`src/rtl/md_select_sequencer.sv`:
```
// Mega Drive six-button select sequencer: synchronizes TH (p7), tracks the protocol phase, restarts it on inactivity.
// Optional `MODE_LOCK_EN: latch three-button compatibility mode from md at reset release.
module md_select_sequencer #(
   parameter int TIMEOUT_CYCLES = 30000,
   parameter int SYNC_STAGES    = 2
) (
   input  logic       clk,
   input  logic       rst,
   input  logic       p7,
   input  logic       md,
   output logic       sel,
   output logic [2:0] phase,
   output logic       edge_strobe,
   output logic       timeout_strobe,
   output logic       six_btn
);

   localparam logic [14:0] TIMEOUT_MAX  = 15'(TIMEOUT_CYCLES);
   localparam logic [14:0] TIMEOUT_LAST = 15'(TIMEOUT_CYCLES - 1);

   logic [SYNC_STAGES-1:0] sync_q;
   logic                   sel_d;
   logic [14:0]            idle_cnt;
   logic                   edge_det;

   assign sel      = sync_q[SYNC_STAGES-1];
   assign edge_det = (sel != sel_d);

   always_ff @(posedge clk) begin
      if (rst) begin
         sync_q         <= '1;
         sel_d          <= 1'b1;
         phase          <= 3'd0;
         edge_strobe    <= 1'b0;
         timeout_strobe <= 1'b0;
         idle_cnt       <= 15'd0;
      end else begin
         sync_q <= {sync_q[SYNC_STAGES-2:0], p7};
         sel_d  <= sel;
         // NOTE: strobes default low with <= so a later branch in this block overrides the default cleanly.
         edge_strobe    <= 1'b0;
         timeout_strobe <= 1'b0;
         if (edge_det) begin
            edge_strobe <= 1'b1;
            idle_cnt    <= 15'd0;
            if (six_btn)
               phase <= phase + 3'd1;
            else
               phase <= {2'b00, ~sel};
         end else if (idle_cnt == TIMEOUT_LAST) begin
            // Inactivity: restart the phase and park the counter until the next edge.
            timeout_strobe <= 1'b1;
            phase          <= {2'b00, ~sel};
            idle_cnt       <= TIMEOUT_MAX;
         end else if (idle_cnt != TIMEOUT_MAX) begin
            idle_cnt <= idle_cnt + 15'd1;
         end
      end
   end

`ifdef MODE_LOCK_EN
   logic mode_locked;

   always_ff @(posedge clk) begin
      if (rst) begin
         six_btn     <= 1'b1;
         mode_locked <= 1'b0;
      end else if (!mode_locked) begin
         six_btn     <= md;
         mode_locked <= 1'b1;
      end
   end
`else
   logic unused_md;
   assign unused_md = md;
   assign six_btn   = 1'b1;
`endif

endmodule

```
`config.mk`:
```
export PLATFORM = sky130hd
export DESIGN_NAME = md_select_sequencer
export DESIGN_NICKNAME = d
export VERILOG_FILES = /design/src/rtl/md_select_sequencer.sv
export SDC_FILE = /design/constraint.sdc
export NUM_CORES = 1
export LEC_CHECK = 0
export CAP_MARGIN = 20
export CORE_ASPECT_RATIO = 0.5
export CORE_UTILIZATION = 30
export CTS_BUF_LIST = sky130_fd_sc_hd__clkbuf_4
export CTS_CLUSTER_SIZE = 12
export DETAILED_ROUTE_END_ITERATION = 10
export MAX_ROUTING_LAYER = met4
export SLEW_MARGIN = 20
export SYNTH_ARGS = -nofsm -noshare
export SYNTH_HDL_FRONTEND = slang
export SYNTH_SLANG_ARGS = --single-unit
```
`constraint.sdc`:
```
create_clock -name clk -period 1.9 [get_ports clk]
set_input_delay 0.38 -clock clk [delete_from_list [all_inputs] [get_ports clk]]
set_output_delay 0.38 -clock clk [all_outputs]
set_load 0.02 [all_outputs]
```
# Word-level counts from Yosys, hierarchy flattened
# Index checks and enable logic that the tools add are counted.
# word_totals
reg_bits	23
inputBits	4
wordCells	23
# classes
add_sub_neg	2
n_eq_ne	3
n_mux	6
n_bitwise	1
reduce_logical	4
# op_table
op	n
$mux 15	2
$add 15x1->15 const B	1
$eq 15x15->1 const B	1
$ne 15x15->1 const B	1
$mux 3	2
$reduce_bool 2->1	2
$add 3x1->3 const B	1
$reduce_or 3->1	1
$mux 1	2
$reduce_or 2->1	1
$ne 1x1->1	1
$not 1->1	1

# Logic depth before layout (Yosys ltp)
# depth
ltp_word	3
ltp_mapped	6
ltp_nobuf	6

# Worst setup path after synthesis
# No wires, ideal clock.
# synth_timing
path_type	reg-to-reg
startpoint	register idle_cnt[0]
endpoint	register idle_cnt[1]
arrival_ns	1.674
required_ns	1.786
path_slack_ns	0.111
path_stages_with_launch	7
path_buffers	0
synth_period_minus_slack_ns	1.789
path_cell_list	dfxtp_1 -> inv_1 -> ha_1 -> or3b_2 -> nor4_1 -> mux2i_1 -> nor2_1
# synth_via
elab_chain_len	2
word_cells_on_any_way	4
cone_classes	add/sub (1); eq/ne (2); reduce/logical (1)
# synth_rtl
element	line_no	source
start, declared	23	logic [14:0] idle_cnt;
start signal, assigned	56	idle_cnt <= idle_cnt + 15'd1;
branches (longest 2 deep; another with $add 15x1->15)	--	
# Several ways; the timed one is not identified.
# A chain may end at the register's enable or synchronous reset.

# Worst setup path in the final report
# layout_timing
startpoint	register sync_q[1]
endpoint	output sel
# layout_rtl
element	line_no	source
start, declared	21	logic [SYNC_STAGES-1:0] sync_q;
start signal, assigned	38	sync_q <= {sync_q[SYNC_STAGES-2:0], p7};
end, declared	11	output logic sel,
# No word-level cell between the ends.

==> results.rst <==
.. list-table::
   :header-rows: 1

   * - Metric
     - Value
   * - Violations in the final reports
     - DRC
   * - Initial antenna violation count
     - 0
   * - 1st-iter DRT viols
     - 21
   * - Post-Route Setup TNS
     - 0 ps
   * - RSZ-0062 raised after global routing
     - false
   * - DIE AREA
     - 3680 um2
   * - Average instance area after synthesis
     - between 8 and 9 um2
   * - Cell at the root of the clock tree
     - clkbuf_4
   * - Post-synthesis async set-or-reset flop share
     - 0%
   * - Register clock-pin slew on the reported worst setup and hold paths
     - roughly 120 ps
   * - Overflow left after global routing
     - 0
   * - Cell Pwr Density
     - roughly 650 nW/um2
   * - Synth Area in Compound Gates
     - between 6 and 7%
   * - Num Clock Sinks
     - 23
   * - Number of setup violations in the final report
     - 0
   * - Final Hold Vio Count
     - 0
   * - Crit path max fanout
     - 7
   * - Initial Utilization
     - 32.8%
   * - Startpoint type of the worst setup path
     - register
   * - Share of cell area taken by muxes after synthesis
     - 0.973%
   * - Critical path arrival
     - around 1400 ps
   * - CP cell instances
     - clkdlybuf4s50_1
   * - Core Footprint
     - around 3100 um2
   * - Average wire per cell in the routed design
     - between 10 and 15 um
   * - Class of the most critical setup path
     - register to primary output
   * - Period minus WS final
     - 1780 ps
   * - Hold WC Path Type
     - register to register
   * - Via count
     - 820
   * - Most frequent standard cell in the layout excluding fill and tap cells
     - dfxtp_1
   * - Global-route usage over all layers
     - between 10% and 20%
   * - Synth Net Count
     - approximately 120
   * - Cell count after synthesis
     - 115
   * - Fraction of layout instances using a drive strength above 1
     - roughly a fifth
   * - Category of cells accounting for the largest share of critical-path delay
     - buffers and inverters
   * - Worst voltage drop across the vdd grid
     - 0.000181 V
   * - Static leakage power
     - between 0.4 and 0.5 nW
   * - Routability-driven placement congestion ratio
     - about 0.75
   * - Vias in the first global route
     - between 700 and 800
   * - Top cells by area in the synthesized netlist
     - dfxtp_1, xnor2_1, nor2_1, ha_1, or2_2
   * - Post-Route WL
     - 1790 um
   * - Port Buffers
     - 8
   * - # placed instances
     - 170
   * - Final slew viol count
     - 0
   * - Netlist area before placement
     - 1030 um2
   * - CTS Hold Buffers Added
     - 0
   * - Fin cells
     - 174
   * - Top FF cell, synth
     - dfxtp_1
   * - Maximum clock frequency
     - approximately 0.56 GHz
   * - Insertion delay of the later-clocked pin in the worst-skew pair
     - a little over 300 ps
   * - Count of standard-cell rows
     - 14
   * - Max-cap violations
     - 0
   * - Clock tree buffer depth
     - 2
   * - Post-synthesis adder-cell area fraction
     - 3.65%
   * - Post-route fraction of the period consumed by the critical path
     - between 90% and 100%
   * - Half-perimeter wire length after detailed placement
     - 1380 um
   * - Outcome
     - finished, violations left
   * - H-tree lvl count
     - 1
   * - Dominant combinational cell family by area after synthesis
     - simple AND/OR/NAND/NOR gates
   * - First-pass DRT Iterations
     - 8
   * - Top-Level Pins
     - 11
   * - Post-synthesis cell type count
     - 32
   * - DR vias/cell
     - about 4.7
   * - Pin count of the biggest net entering global routing
     - 13
   * - Most frequent cells in the layout
     - dfxtp_1, nor2_1, xnor2_1, buf_4, clkdlybuf4s50_1
   * - CTS tree
     - yes
   * - Synth warnings
     - 0
   * - Die span in y
     - around 43 um
   * - Kind of end point of the critical path
     - primary output
   * - Antenna Cells
     - 0
   * - Crit path largest cell delay
     - between 600 and 700 ps
   * - Area fraction of the dominant cell type after synthesis
     - between 40 and 50%
   * - Net count, final
     - between 100 and 150
   * - CP max-delay cell
     - clkdlybuf4s50_1
   * - WP data required
     - 1520 ps
   * - Library cell occupying the most area in the post-synthesis netlist
     - dfxtp_1
   * - Synthesized-area fraction occupied by and/or/nand/nor cells
     - 28.3%
   * - Floorplan die width
     - between 80 and 90 um
   * - Area overhead of the layout relative to synthesis
     - 21.9%
   * - Sequential share of the synthesized area
     - about 45%
   * - Synthesis-stage register bit count
     - 23
   * - Post-detailed-route count of antenna-violating nets
     - 0
   * - Count of flip-flops with a built-in enable after synthesis
     - 0
   * - Buffers plus inverters on the worst setup path
     - 1
   * - First-pass GRT wire length
     - 3260 um
   * - Inserted Clock Buffers
     - 3
   * - XOR/XNOR Fraction of Synth Area
     - 11.1%
   * - Count of unresolved DRC violations after routing
     - 2
   * - Skew final
     - 2.71 ps
-- layer usage --
layer	GRT usage, %	wire length, um
met1	14.0	922
met2	20.0	811
met3	3.43	55
met4	2.03	0
met5	-	0
-- synth_stat cells (2+ instances only) --
master / number
nor4_1: 4
nor2_1: 17
nand4_1: 3
nand2_1: 7
buf_4: 2
nor3_1: 3
xor2_1: 3
a21oi_1: 3
xnor2_1: 10
o21ai_0: 3
nand3_1: 4
inv_1: 7
or2_2: 5
or3b_2: 2
dfxtp_1: 23
ha_1: 3
-- kinds of logic after synthesis --
family / after synthesis
and+or+nand+nor: 54
DFF: 23
xor gates and xnor gates: 13
AOI/OAI and AO/OA: 10
buffers and inverters: 10
adders and majority gates: 3
other: 1
muxes: 1
-- timing repair --
item,CTS,global route
setup buffers,0,0
resized for setup,1,3
pin swaps,0,1
hold endpoints to repair,0,0
setup endpoints to repair,1,10
-- registers in the layout (all words and copies together) (netlist names) --
name / count
idle_cnt: 15
edge_strobe: 1
sel_d: 1
sync_q: 2
phase: 3
timeout_strobe: 1
-- area by class of cell --
| type | instances | area [um2] |
|---|---|---|
| well taps | 40 | 50.0 |
| fillers | 319 | 1880 |
| repair buffers | 18 | 155 |
| multi-input cells | 82 | 528 |
| inverters | 7 | 26.3 |
| clock buffers | 4 | 30.0 |
| flip-flops and latches | 23 | 464 |
-- report_power, final --
group / switching (mW) / internal (mW) / total [mW]
Combinational: 0.0337 / 0.0368 / 0.0705
Clock: 0.145 / 0.0963 / 0.242
Sequential: 0.0104 / 0.494 / 0.505
-- stage by stage --
| stage | cell area (um2) | utilization (%) | hold WS [ps] | total power [mW] | setup WS, ps |
|---|---|---|---|---|---|
| floorplan | 1030 | - | 389 | 0.559 | 111 |
| global placement | 1210 | 38.7 | 392 | 0.584 | 63.7 |
| detailed placement | 1210 | 38.7 | 396 | 0.586 | 30.0 |
| CTS | 1250 | 39.7 | 426 | 0.830 | 32.7 |
| global route | 1250 | 40.0 | 447 | 0.859 | 4.26 |
| finish | 1250 | 40.0 | 426 | 0.817 | 119 |
-- path summary, 6_finish.rpt --
| check | depth (start not counted) | slack (ps) | end | startpoint |
|---|---|---|---|---|
| setup / recovery | 1 | 120 | sel | sync_q[1]$_SDFF_PP1_ |
| hold / removal | 1 | 430 | sync_q[1]$_SDFF_PP1_ | sync_q[0]$_SDFF_PP1_ |
| setup reg to reg | 5 | 120 | idle_cnt[0]$_SDFFE_PP0P_ | idle_cnt[7]$_SDFFE_PP0P_ |
| hold reg to reg | 1 | 430 | sync_q[1]$_SDFF_PP1_ | sync_q[0]$_SDFF_PP1_ |
Power figures use the tool's default switching activity.
